===== config.mk =====
export PLATFORM = sky130hd
export DESIGN_NAME = baud_detect
export DESIGN_NICKNAME = d
export VERILOG_FILES = /design/src/rtl/baud_detect_pkg.sv /design/src/rtl/baud_detect_rx_sync.sv /design/src/rtl/baud_detect.sv
export SDC_FILE = /design/constraint.sdc
export NUM_CORES = 1
export LEC_CHECK = 0
export CELL_PAD_IN_SITES_DETAIL_PLACEMENT = 1
export CELL_PAD_IN_SITES_GLOBAL_PLACEMENT = 1
export CORE_MARGIN = 2
export CORE_UTILIZATION = 40
export DETAILED_ROUTE_END_ITERATION = 6
export GPL_ROUTABILITY_DRIVEN = 1
export MAX_ROUTING_LAYER = met4
export PLACE_DENSITY = 0.71
export SETUP_SLACK_MARGIN = 0.15
export SLEW_MARGIN = 20
export SYNTH_ARGS = -nofsm -noshare
export SYNTH_HDL_FRONTEND = slang
export SYNTH_SLANG_ARGS = --single-unit

===== constraint.sdc =====
create_clock -name src_clk -period 2.6 [get_ports src_clk]
set_input_delay 0.52 -clock src_clk [delete_from_list [all_inputs] [get_ports src_clk]]
set_output_delay 0.52 -clock src_clk [all_outputs]
set_load 0.02 [all_outputs]

===== src/rtl/baud_detect_pkg.sv =====
// Shared definitions for the autobaud detector: rate codes, FSM states and
// the start-bit width bounds that separate the supported baud rates.
package baud_detect_pkg;

    // Codes match the baud generator's prescaler select decode.
    localparam logic [1:0] SEL_9600   = 2'd0;
    localparam logic [1:0] SEL_57600  = 2'd1;
    localparam logic [1:0] SEL_115200 = 2'd2;

    typedef enum logic [2:0] {
        ST_ARM,
        ST_IDLE,
        ST_MEASURE,
        ST_CLASSIFY,
        ST_LOCKED
    } state_t;

    function automatic int bit_period(input int clk_freq, input int baud);
        return clk_freq / baud;
    endfunction

    function automatic int bound_min(input int clk_freq);
        return bit_period(clk_freq, 115200) / 2;
    endfunction

    function automatic int bound_hi(input int clk_freq);
        return (bit_period(clk_freq, 115200) + bit_period(clk_freq, 57600)) / 2;
    endfunction

    function automatic int bound_lo(input int clk_freq);
        return (bit_period(clk_freq, 57600) + bit_period(clk_freq, 9600)) / 2;
    endfunction

    function automatic int bound_max(input int clk_freq);
        return bit_period(clk_freq, 9600) * 3 / 2;
    endfunction

endpackage


===== src/rtl/baud_detect_rx_sync.sv =====
// Multi-stage rx synchronizer, idle-high after reset, with edge strobes and a
// primed flag that marks when the synchronized value reflects the real line.
module rx_sync #(
    parameter int SYNC_STAGES = 2
) (
    input  logic src_clk,
    input  logic rst_n,
    input  logic rx,
    output logic rx_s,
    output logic fall,
    output logic rise,
    output logic primed
);

    logic [SYNC_STAGES-1:0] sync_reg;
    logic [SYNC_STAGES-1:0] primed_reg;
    logic                   prev_reg;

    always_ff @(posedge src_clk or negedge rst_n) begin
        if (!rst_n) begin
            sync_reg   <= '1;
            primed_reg <= '0;
            prev_reg   <= 1'b1;
        end else begin
            sync_reg   <= {sync_reg[SYNC_STAGES-2:0], rx};
            primed_reg <= {primed_reg[SYNC_STAGES-2:0], 1'b1};
            prev_reg   <= sync_reg[SYNC_STAGES-1];
        end
    end

    assign rx_s   = sync_reg[SYNC_STAGES-1];
    assign fall   = prev_reg & ~rx_s;
    assign rise   = ~prev_reg & rx_s;
    // The reset-forced ones must be flushed before a high level can arm the FSM.
    assign primed = primed_reg[SYNC_STAGES-1];

endmodule


===== src/rtl/baud_detect.sv =====
// Autobaud detector: times the start-bit low pulse of a 0x55 training
// character and locks a prescaler select code after repeated agreement.
module baud_detect
    import baud_detect_pkg::*;
#(
    parameter int CLK_FREQ    = 50_000_000,
    parameter int MATCH_COUNT = 2,
    parameter int SYNC_STAGES = 2
) (
    input  logic       src_clk,
    input  logic       rst_n,
    input  logic       rx,
    input  logic       detect,
    output logic [1:0] Prescaler_sel,
    output logic       locked,
    output logic       err
);

    localparam int MIN_W  = bound_min(CLK_FREQ);
    localparam int B_HI_W = bound_hi(CLK_FREQ);
    localparam int B_LO_W = bound_lo(CLK_FREQ);
    localparam int MAX_W  = bound_max(CLK_FREQ);
    localparam int CW     = $clog2(MAX_W + 2);
    localparam logic [CW-1:0] CNT_SAT = CW'(MAX_W + 1);

    logic rx_s, fall, rise, primed;

    rx_sync #(.SYNC_STAGES(SYNC_STAGES)) u_rx_sync (
        .src_clk (src_clk),
        .rst_n   (rst_n),
        .rx      (rx),
        .rx_s    (rx_s),
        .fall    (fall),
        .rise    (rise),
        .primed  (primed)
    );

    state_t          state_reg, state_next;
    logic [CW-1:0]   cnt_reg, cnt_next;
    logic [CW-1:0]   width_reg, width_next;
    logic [2:0]      match_reg, match_next, match_new;
    logic [1:0]      cand_reg, cand_next;
    logic [1:0]      sel_reg, sel_next;
    logic            locked_reg, locked_next;
    logic            err_reg, err_next;
    logic [1:0]      code;
    logic            code_ok;

    always_ff @(posedge src_clk or negedge rst_n) begin
        if (!rst_n) begin
            state_reg  <= ST_ARM;
            cnt_reg    <= '0;
            width_reg  <= '0;
            match_reg  <= '0;
            cand_reg   <= SEL_9600;
            sel_reg    <= SEL_9600;
            locked_reg <= 1'b0;
            err_reg    <= 1'b0;
        end else begin
            state_reg  <= state_next;
            cnt_reg    <= cnt_next;
            width_reg  <= width_next;
            match_reg  <= match_next;
            cand_reg   <= cand_next;
            sel_reg    <= sel_next;
            locked_reg <= locked_next;
            err_reg    <= err_next;
        end
    end

    always_comb begin
        code    = SEL_9600;
        code_ok = 1'b1;
        if (width_reg < CW'(MIN_W) || width_reg > CW'(MAX_W))
            code_ok = 1'b0;
        else if (width_reg < CW'(B_HI_W))
            code = SEL_115200;
        else if (width_reg < CW'(B_LO_W))
            code = SEL_57600;
    end

    always_comb begin
        state_next  = state_reg;
        cnt_next    = cnt_reg;
        width_next  = width_reg;
        match_next  = match_reg;
        match_new   = match_reg;
        cand_next   = cand_reg;
        sel_next    = sel_reg;
        locked_next = locked_reg;
        err_next    = 1'b0;

        // detect overrides every other event in the same cycle.
        if (detect) begin
            state_next  = ST_ARM;
            locked_next = 1'b0;
            match_next  = '0;
        end else begin
            case (state_reg)
                ST_ARM: begin
                    if (rx_s && primed)
                        state_next = ST_IDLE;
                end
                ST_IDLE: begin
                    if (fall) begin
                        cnt_next   = CW'(1);
                        state_next = ST_MEASURE;
                    end
                end
                ST_MEASURE: begin
                    if (rise) begin
                        width_next = cnt_reg;
                        state_next = ST_CLASSIFY;
                    end else if (cnt_reg == CNT_SAT) begin
                        err_next   = 1'b1;
                        match_next = '0;
                        state_next = ST_ARM;
                    end else begin
                        cnt_next = cnt_reg + CW'(1);
                    end
                end
                ST_CLASSIFY: begin
                    if (!code_ok) begin
                        err_next   = 1'b1;
                        match_next = '0;
                        state_next = ST_IDLE;
                    end else begin
                        if (code == cand_reg) begin
                            match_new = match_reg + 3'd1;
                        end else begin
                            match_new = 3'd1;
                            cand_next = code;
                        end
                        match_next = match_new;
                        if (match_new == 3'(MATCH_COUNT)) begin
                            sel_next    = code;
                            locked_next = 1'b1;
                            state_next  = ST_LOCKED;
                        end else begin
                            state_next = ST_IDLE;
                        end
                    end
                end
                ST_LOCKED: ;
                default: state_next = ST_ARM;
            endcase
        end
    end

    assign Prescaler_sel = sel_reg;
    assign locked        = locked_reg;
    assign err           = err_reg;

endmodule


# Word-level counts from Yosys, hierarchy flattened
# Cells that the tools add are included.
[word_totals]
ff_bits = 43
inputBits = 4
output_inout_bits = 4
[classes]
addsub = 2
magnitude_cmp = 4
eq_ne = 17
n_mux = 32
bitwise = 7
reduce_logical = 14
[ops]
columns = ["operator", "n"]
rows = [
  ["two-way mux 3 bit", 14],
  ["two-way mux 13 bit", 3],
  ["case mux 13 bit (2 select lines)", 1],
  ["case mux 3 bit (5 select lines)", 1],
  ["adder 13 x 1 -> 13 bit, second input constant", 1],
  ["equality test 13 bit, second input constant", 1],
  ["greater-than comparator 13 bit, second input constant", 1],
  ["< comparator 13 x 10 -> 1 bit, second input constant", 1],
  ["< comparator 13 x 12 -> 1 bit, second input constant", 1],
  ["< comparator 13 x 8 -> 1 bit, second input constant", 1],
  ["inequality test 3 bit, second input constant", 4],
  ["AND reduction 4 bit", 3],
  ["inequality test 2 bit, second input constant", 5],
  ["equality test 3 x 2 -> 1 bit, second input constant", 3],
  ["two-way mux 1 bit", 9],
  ["AND reduction 3 bit", 3],
  ["case mux 3 bit (2 select lines)", 1],
  ["nonzero test 2 bit", 3],
  ["inverter 1 bit", 5],
  ["AND reduction 5 bit", 1],
  ["two-way mux 2 bit", 2],
  ["inequality test 4 bit, second input constant", 1],
  ["adder 3 x 1 -> 3 bit, second input constant", 1],
  ["equality test 3 x 1 -> 1 bit, second input constant", 1],
  ["other kinds (8)", 9],
]

# Longest topological paths before layout
# Gate-level depths: netlist of the first run.
[depth]
ltp_word = 14
mapped_depth = 9

# Cells and area by module
# From an unflattened synthesis of the first run, not the netlist that was laid out.
[unflattened]
cells_unflattened = 210
hier_area_um2 = 2193.4
[modules_own_cells]
columns = ["mod", "instances", "cells_each", "area_each_um2", "seq_area_each_um2"]
rows = [
  ["baud_detect", 1, 202, 2045.7, 950.9],
  ["rx_sync", 1, 8, 147.6, 128.9],
]

# Least setup slack after synthesis of the first run
# No wires, ideal clock.
[synth_path]
path_kind = "register to register"
from = "reg width_reg[5]"
to = "reg state_reg[0]"
setup_ns = 0.124
t_arrival_ns = 1.847
setup_slack_ns = 0.629
path_stages_with_launch = 7
n_path_buf = 0
synth_period_minus_slack_ns = 1.971
path_cell_list = "dfrtp_1 > or4_4 > nor3_2 > o22ai_2 > nor4_4 > nor3_1 > o31a_1"
[synth_between]
elab_chain_cells = 14
[synth_lines]
columns = ["element", "line_no", "text"]
rows = [
  ["start, declared", "baud_detect.sv:40", "logic [CW-1:0] width_reg, width_next;"],
  ["start signal, assigned", "baud_detect.sv:62", "width_reg <= width_next;"],
  ["< comparator 13 x 12 -> 1 bit", "baud_detect.sv:78", "else if (width_reg < CW'(B_LO_W))"],
  ["two-way mux 1 bit", "baud_detect.sv:78", ""],
  ["two-way mux 2 bit", "baud_detect.sv:76", "else if (width_reg < CW'(B_HI_W))"],
  ["two-way mux 2 bit", "baud_detect.sv:74", "if (width_reg < CW'(MIN_W) || width_reg > CW'(MAX_W))"],
  ["equality test 2 bit", "baud_detect.sv:128", "if (code == cand_reg) begin"],
  ["two-way mux 3 bit", "baud_detect.sv:128", ""],
  ["two-way mux 3 bit", "baud_detect.sv:123", "if (!code_ok) begin"],
  ["two-way mux 3 bit", "baud_detect.sv:99", "case (state_reg)"],
  ["two-way mux 3 bit", "baud_detect.sv:94", "if (detect) begin"],
  ["equality test 3 x 2 -> 1 bit", "baud_detect.sv:135", "if (match_new == 3'(MATCH_COUNT)) begin"],
  ["two-way mux 3 bit", "baud_detect.sv:135", ""],
  ["two-way mux 3 bit *", "baud_detect.sv:123", ""],
  ["case mux 3 bit (5 select lines) *", "baud_detect.sv:99", ""],
  ["two-way mux 3 bit *", "baud_detect.sv:94", ""],
  ["end signal, assigned", "baud_detect.sv:60", "state_reg <= state_next;"],
  ["end, declared", "baud_detect.sv:38", "state_t state_reg, state_next;"],
]
# Every way passes the cells marked *; elsewhere a longest branch is shown, timed or not. The select of a mux whose other input is x is not followed.
# A chain may end at the register's enable or synchronous reset.

# Worst setup path in the final report of the first run
[layout_path]
from = "reg cnt_reg[1]"
to = "reg cnt_reg[11]"
[layout_between]
elab_chain_cells = 4
[layout_lines]
columns = ["element", "line_no", "text"]
rows = [
  ["start, declared", "baud_detect.sv:39", "logic [CW-1:0] cnt_reg, cnt_next;"],
  ["start signal, assigned", "baud_detect.sv:61", "cnt_reg <= cnt_next;"],
  ["adder 13 x 1 -> 13 bit", "baud_detect.sv:119", "cnt_next = cnt_reg + CW'(1);"],
  ["two-way mux 13 bit", "baud_detect.sv:114", "end else if (cnt_reg == CNT_SAT) begin"],
  ["two-way mux 13 bit", "baud_detect.sv:111", "if (rise) begin"],
  ["case mux 13 bit (2 select lines)", "baud_detect.sv:99", ""],
]
# Parallel ways exist; a longest one is shown, timed or not. The select of a mux whose other input is x is not followed.

==> results_dict.tcl, run 1 <==
set metrics [dict create \
    status "finished clean" \
    fin_skew_ns 0.0107 \
    antenna_found_initial 0 \
    gp_congestion 0.776 \
    reg2reg_setup_slack_ns 0.45 \
    slew_violations 0 \
    hpwl_um 3700 \
    grt-ovfl-total 0 \
    r2r_end "cnt_reg[11]" \
    maxCapViolCount 0 \
    drt_iter0_drc 61 \
    clk_path_buf_depth 2 \
    clkTransAtPathRegs_ns 0.09 \
    end_kind "flip-flop" \
    synth.ff_latch_count 43 \
    grt_pass1_wl_um 8880 \
    drc 0 \
    yosys_warnings 0 \
    clock-sinks 43 \
    fp-row-count 26 \
    cp-endpoint "cnt_reg[11]" \
    synth.distinct_cells 50 \
    dieArea_sq_um 6070 \
    drt_pre_antenna_iters 4 \
    vias 1702 \
    layout.cells.non_filler 300 \
    routedWlPerCell_um 16.7 \
    drtAntennaViolNets 0 \
    cts_tree "done" \
    io_buffers 7 \
    maxSlewHeadroom_pct 62.9 \
    vdd_ir_drop_max_uv 309 \
    wl_met1_um 2360 \
    cts.htree.levels 2 \
    critPathMostFrequentCell "nand4_1" \
    fmax_ghz 0.465 \
    hold_viol 0 \
    cpMaxStageDelayCell "o211ai_1" \
    synthTopCellsByArea "dfrtp_1 (46%), o21ai_0 (6.2%), mux2_2 (5.7%), dfstp_2 (3.6%), nand2_1 (3.1%)" \
    setup_tns_ns 0 \
    drive_gt1_share_pct 17.8 \
    p_per_area_nw_per_um2 495 \
    cts-root-buf "clkbuf_8" \
    cp_max_fo 8 \
    clock_latency_ns 0.31 \
    synthCells 216 \
    grt_pass1_vias 1791 \
    initial_core_util_pct 42.0 \
    avgSynthCellArea_sq_um 10.1 \
    grt_max_degree 24 \
    min_period_ns 2.15 \
    worstRegToRegCells 8 \
    cts-buffers-inserted 5 \
    diodes 0 \
    start_kind "flip-flop" \
    synthFlopType "dfrtp_1" \
    track_usage_pct 19.1 \
    die_w_um 77.9 \
    io_pins 8 \
    yosysTopAreaCell "dfrtp_1" \
    cp.required_ns 2.78 \
    crit-reg2reg-launch "cnt_reg[1]" \
    cts.hold.buffers_added 0 \
    arrival_ns 2.33 \
    cts_resized 0 \
    setup_viol_count_final 0 \
    worstHoldPathType "in2async" \
    fp.dieH_um 77.9 \
    final_common_cell "dfrtp_1" \
    cts_setup_buffers 0 \
    rsz0062_at_grt "false" \
    critPathLaunch "cnt_reg[1]" \
    avgViaCountPerCell 5.67 \
    worst_pin_slew_ns 0.557 \
    final_nets 236 \
    core-area_sq_um 5200 \
    syn_area_sq_um 2190 \
    placed_cells 292 \
    synth_edf_count 0 \
    final_cell_mix "dfrtp_1 (40), o21ai_0 (27), nand2_1 (18)" \
    synth_top_area_share_pct 45.8 \
    wl_met3_um 140 \
    p_leak_nw 1.05 \
    syn-num-nets 223 \
    synth_seq_area_share_pct 49.4 \
    synth_async_sr_flop_share_pct 100 \
    crit_type "reg2reg" \
    route.met2.wl_um 2440 \
    drt_wl_total_um 5000 \
    max_stage_delay_ns 0.50 \
    path_cells "inv_1 > ha_1 > and4b_1 > nand4_1 > o211ai_1 > nor2_1 > nand4_1 > o21ai_0" \
    top_layer "met4" \
    area_growth_pct 12.0 \
    period_share_pct 82.7 \
    fin_util_pct 47.0 \
]
-- where the power goes --
| part | leakage [nW] | internal, mW | switching [mW] | total [mW] |
|---|---|---|---|---|
| Sequential | 0.575 | 0.686 | 0.0224 | 0.709 |
| Clock | 0.0408 | 0.192 | 0.248 | 0.440 |
| Combinational | 0.433 | 0.0243 | 0.0392 | 0.0635 |
-- area by class of cell --
cell class / count / area [sq um]
Timing Repair Buffer: 13 / 110
Clock inverter: 3 / 23.8
Fill cell: 625 / 2760
Inverter: 5 / 18.8
Tap cell: 70 / 87.6
Clock buffer: 5 / 68.8
Multi-Input combinational cell: 161 / 1060
Sequential cell: 43 / 1080
-- Yosys cell counts, drive strengths merged, types with 3 or more instances --
cell and n:
dfrtp 40, o21ai 29, nand2 18, nor2 16, mux2 13, nand3 8, o31ai 8, a31oi 7
nor2b 7, nor3 6, a21oi 5, clkbuf 5, inv 5, and3 4, nand4 4, dfstp 3
ha 3, or2 3
-- stage by stage --
stage                     worst slack [ns]  instance area, sq um  power (mW)  hold slack (ns)
after floorplan                      0.629                  2190       0.746            0.224
after global placement               0.292                  2350       0.784            0.336
after detailed placement             0.228                  2350       0.789            0.349
after CTS                            0.437                  2450        1.23           0.0964
after global routing                 0.278                  2450        1.28           0.0884
final                                0.449                  2450        1.21           0.0856
-- how the worst min path moves through the flow --
stage,startpoint,cells past startpoint,to,slack [ns]
after global placement,u_rx_sync.primed_reg[0],0,u_rx_sync.primed_reg[1],0.34
after floorplan,rst_n,0,Prescaler_sel[0],0.22
after global routing,rst_n,1,cand_reg[0],0.09
final,rst_n,1,width_reg[6],0.09
after CTS,rst_n,1,cand_reg[0],0.1
after detailed placement,u_rx_sync.primed_reg[0],0,u_rx_sync.primed_reg[1],0.35
-- logic make-up (layout without fill, tap and decap cells) --
family | after synthesis | in the layout | share of synthesized area, %
other | 1 | 1 | 0.172
buffers and inverters | 12 | 26 | 2.18
AOI/OAI and AO/OA | 65 | 65 | 19.3
DFF | 43 | 43 | 49.4
muxes | 15 | 15 | 7.61
adders and majority gates | 3 | 3 | 1.72
and+or+nand+nor | 77 | 77 | 19.6
-- critical path: cells and delay by family (launching register included) --
kind / cells / cell delay, ns
flops: 1 / 0.42
compound gates: 2 / 0.58
fa+ha+maj: 1 / 0.17
simple gates: 4 / 0.74
buf+inv: 1 / 0.11
-- per-layer routing --
layer | vias up | track usage, %
li1 | 821 | -
met2 | 22 | 30.7
met5 | - | -
met4 | 0 | 5.79
met3 | 6 | 3.84
met1 | 853 | 24.6
Power figures use the tool's default switching activity.
==> run 2: changes to the inputs <==
==> constraint.sdc (replaced) <==
create_clock -name src_clk -period 2.05 [get_ports src_clk]
set_input_delay 0.41 -clock src_clk [delete_from_list [all_inputs] [get_ports src_clk]]
set_output_delay 0.41 -clock src_clk [all_outputs]
set_load 0.02 [all_outputs]
==> results_dict.tcl, run 2 (synthesis results as in run 1) <==
set metrics [dict create \
    status "finished clean" \
    grt_pass1_wl_um 9020 \
    arrival_ns 2.21 \
    drt_pre_antenna_iters 4 \
    drt_wl_total_um 5420 \
    critPathBufInv 1 \
    gp_congestion 0.787 \
    max_stage_delay_ns 0.58 \
    final_cell_area_sq_um 2710 \
    start_kind "flip-flop" \
    dieArea_sq_um 6070 \
    fp-row-count 26 \
    cts-buffers-inserted 5 \
    routedWlPerCell_um 16.9 \
    reg2reg_setup_slack_ns 0.03 \
    cts.htree.levels 2 \
    final_cell_mix "dfrtp_1 (40), o21ai_0 (23), buf_4 (23)" \
    cp_max_fo 5 \
    avgViaCountPerCell 5.68 \
    vias 1816 \
    antenna_found_initial 0 \
    drc 0 \
    drive_gt1_share_pct 28.0 \
    cp.required_ns 2.24 \
    io_buffers 7 \
    vdd_ir_drop_max_uv 322 \
    area_growth_pct 24.2 \
    diodes 0 \
    fin_skew_ns 0.00932 \
    pwr-share-comb_pct 7.5 \
    crit_type "reg2reg" \
    crit_family "simple AND/OR/NAND/NOR gates" \
    grt_max_degree 20 \
    initial_core_util_pct 42.0 \
    worstHoldPathType "in2async" \
    p_sw_mw 0.373 \
    min_period_ns 2.02 \
    placed_area_sq_um 2450 \
    core-area_sq_um 5200 \
    io_pins 8 \
    final_common_cell "dfrtp_1" \
    cpMaxStageDelayCell "or4_4" \
    cts-root-buf "clkbuf_8" \
    period_share_pct 98.5 \
    grt_pass1_vias 1844 \
    setup_viol_count_final 0 \
    timing.hold.ws_ns 0.0100 \
    rsz0062_at_grt "true" \
    p_leak_nw 1.18 \
    clock_power_share_pct 34.1 \
    clock_latency_ns 0.30 \
    fp.dieH_um 77.9 \
    hold_viol 0 \
    cts_tree "done" \
    hpwl_um 3740 \
    fmax_ghz 0.495 \
    seq_power_share_pct 58.4 \
    clk_path_buf_depth 2 \
    maxCapViolCount 0 \
    path_cells "or4_4 > a21oi_4 > o21ai_4 > nor4_4 > buf_4 > o31ai_4 > a22o_1" \
    clkTransAtPathRegs_ns 0.08 \
    track_usage_pct 19.3 \
    clock-sinks 43 \
    drtAntennaViolNets 0 \
    die_w_um 77.9 \
    end_kind "flip-flop" \
    final_nets 256 \
    slew_violations 0 \
    grt-ovfl-total 0 \
    switching_share_pct 24.3 \
    p_per_area_nw_per_um2 567 \
    p_int_mw 1.16 \
    drt_iter0_drc 79 \
    cts.hold.buffers_added 0 \
]
run 2: worst paths after layout:
check	from	to	cells past startpoint
worst min-delay path	rst_n	width_reg[0]	1
max in group asynchronous	rst_n	u_rx_sync.sync_reg[1]	2
min in group src_clk	u_rx_sync.sync_reg[0]	u_rx_sync.sync_reg[1]	0
worst min register to register	u_rx_sync.sync_reg[0]	u_rx_sync.sync_reg[1]	0
worst max register to register	width_reg[8]	Prescaler_sel[1]	7
worst max-delay path	width_reg[8]	Prescaler_sel[1]	7
run 2: metal layers:
layer | vias up | share of wire, % | GRT usage (%)
met3 | 6 | 2.6 | 3.84
met2 | 24 | 51 | 32.3
met4 | 0 | 1.0 | 5.09
li1 | 866 | - | -
met5 | - | 0 | -
met1 | 920 | 45 | 24.1
run 2: final cells by class:
type	instances	area, sq um
repair buffers	33	272
clock buffers	8	80.1
flip-flops and latches	43	1080
well taps	70	87.6
fillers	598	2490
inverters	5	18.8
multi-input cells	161	1180
run 2: what timing repair did:
item,CTS,global route
endpoints found under the setup margin,14,24
gates cloned,0,1
setup buffers,3,3
pin swaps,6,8
gates resized for setup,11,22
run 2: power groups by stage:
stage	clock network, mW	logic, mW	registers [mW]
final	0.525	0.116	0.898
after detailed placement	0	0.105	0.911
after floorplan	0	0.0400	0.906
after global placement	0	0.100	0.910
after CTS	0.539	0.107	0.895
after global routing	0.576	0.132	0.902
run 2: through the flow:
stage / util (%) / std cells / setup WS [ns] / total power, mW / setup TNS [ns]
after floorplan: - / 216 / 0.0793 / 0.946 / 0
after global placement: 47.1 / 305 / 0.0287 / 1.01 / 0
after detailed placement: 47.1 / 305 / -0.0962 / 1.02 / -0.386
after CTS: 50.2 / 316 / -0.00212 / 1.54 / -0.00212
after global routing: 52.1 / 320 / -0.0850 / 1.61 / -0.166
final: 52.1 / 320 / 0.0300 / 1.54 / 0
==> run 3: changes to the inputs <==
--- a/config.mk
+++ b/config.mk
@@ -7,10 +7,10 @@
 export LEC_CHECK = 0
 export CELL_PAD_IN_SITES_DETAIL_PLACEMENT = 1
 export CELL_PAD_IN_SITES_GLOBAL_PLACEMENT = 1
-export CORE_MARGIN = 2
 export CORE_UTILIZATION = 40
 export DETAILED_ROUTE_END_ITERATION = 6
 export GPL_ROUTABILITY_DRIVEN = 1
+export HOLD_SLACK_MARGIN = 0.12
 export MAX_ROUTING_LAYER = met4
 export PLACE_DENSITY = 0.71
 export SETUP_SLACK_MARGIN = 0.15
==> results_dict.tcl, run 3 (synthesis results as in run 1) <==
set metrics [dict create \
    dieArea_sq_um 5760 \
    cts-root-buf "clkbuf_8" \
    clk_path_buf_depth 2 \
    cp.required_ns 2.24 \
    fin_skew_ns 0.00992 \
    r2r_end "Prescaler_sel[1]" \
    final_nets 265 \
    reg2reg_setup_slack_ns -0.04 \
    die_w_um 75.9 \
    drive_gt1_share_pct 30.1 \
    clkTransAtPathRegs_ns 0.09 \
    fp.dieH_um 75.9 \
    antenna_found_initial 0 \
    cp_max_fo 4 \
    setup_viol_count_final 5 \
    start_kind "flip-flop" \
    clock_latency_ns 0.30 \
    drt_pre_antenna_iters 4 \
    cts-buffers-inserted 5 \
    io_buffers 7 \
    fmax_ghz 0.478 \
    layout.cells.non_filler 329 \
    grt-ovfl-total 0 \
    holdCritStartpoint "u_rx_sync.primed_reg[0]" \
    p_per_area_nw_per_um2 553 \
    p_total_mw 1.53 \
    hold_viol 0 \
    diodes 0 \
    min_period_ns 2.09 \
    end_kind "flip-flop" \
    violations "negative setup slack" \
    final_cell_area_sq_um 2770 \
    gp_congestion 0.782 \
    hold_depth 0 \
    worstRegToRegCells 7 \
    slew_violations 0 \
    final_cell_mix "dfrtp_1 (39), buf_4 (32), o21ai_0 (20)" \
    core-area_sq_um 5170 \
    timing.hold.ws_ns 0.354 \
    io_pins 8 \
    clock-sinks 43 \
    routedWlPerCell_um 17.4 \
    crit-reg2reg-launch "width_reg[6]" \
    placed_area_sq_um 2480 \
    p_leak_nw 1.24 \
    period_share_pct 102 \
    status "finished with violations" \
    rsz0062_at_grt "true" \
    fp-row-count 26 \
    maxCapViolCount 0 \
    cts_tree "done" \
    grt_pass1_vias 1863 \
    placed_cells 309 \
    area_growth_pct 26.9 \
    initial_core_util_pct 42.3 \
    track_usage_pct 20.8 \
    avgViaCountPerCell 5.50 \
    fin_ws_ns -0.0432 \
    min_to "u_rx_sync.primed_reg[1]" \
    arrival_ns 2.28 \
    drc 0 \
    vias 1811 \
    crit_type "reg2reg" \
    grt_pass1_wl_um 9190 \
    hpwl_um 3850 \
    vdd_ir_drop_max_uv 452 \
    drtAntennaViolNets 0 \
    fin_util_pct 53.6 \
    drt_wl_total_um 5720 \
    worstHoldPathType "reg2reg" \
    final_common_cell "dfrtp_1" \
    grt_max_degree 20 \
    drt_iter0_drc 50 \
    preCtsSetupSlack_ns -0.0592 \
    cts.htree.levels 2 \
    setup_tns_ns -0.162 \
]
## run 3: cell count changes in the layout (fill, tap and decap cells not counted), moves of 2 or more
cell,change
buf_4,+9
clkbuf_1,-2
ha_2,-2
nor2_4,-2
o21ai_0,-3
o21ai_1,+3
## run 3: worst max-delay path, stage by stage (launching register included)
cell and delay (ns):
dfrtp_1 0.40, or4_4 0.58, nor3_4 0.22, o22ai_4 0.13, nor4_4 0.20, buf_4 0.18
o31ai_4 0.08, a22o_1 0.19
## run 3: cell type report
class	instances	area [sq um]
Fill cell	581	2400
Multi-Input combinational cell	161	1160
Timing Repair Buffer	42	338
Sequential cell	43	1080
Clock inverter	2	12.5
Inverter	5	18.8
Tap cell	70	87.6
Clock buffer	6	72.6
## run 3: what timing repair did
| action | 4_1_cts | 5_1_grt |
|---|---|---|
| buffers inserted | 4 | 7 |
| pin swaps | 3 | 13 |
| hold endpoints to repair | 17 | 0 |
| endpoints found under the setup margin | 6 | 24 |
| resized for setup | 5 | 25 |
| hold buffers | 1 | 0 |
## run 3: where the power goes
part	internal [mW]	switching [mW]	total, mW
Clock	0.238	0.291	0.529
Sequential	0.872	0.0365	0.909
Combinational	0.0436	0.0527	0.0963
Total	1.15	0.380	1.53
## run 3: worst max path at each step
stage / to / startpoint / cells past startpoint / slack [ns]
final: Prescaler_sel[1] / width_reg[6] / 7 / -0.04
after global routing: Prescaler_sel[1] / width_reg[6] / 7 / -0.16
after CTS: Prescaler_sel[1] / width_reg[6] / 7 / -0.03
after detailed placement: Prescaler_sel[0] / detect / 6 / -0.06
after global placement: Prescaler_sel[1] / detect / 6 / -0.02
after floorplan: state_reg[0] / width_reg[5] / 6 / 0.08
## run 3: metal layers
layer	vias to the layer above	track usage (%)	share of wire, %
met5	-	-	0
met4	0	6.35	1.1
met3	6	2.89	1.5
met2	12	34.4	51
met1	905	26.5	46
li1	888	-	-
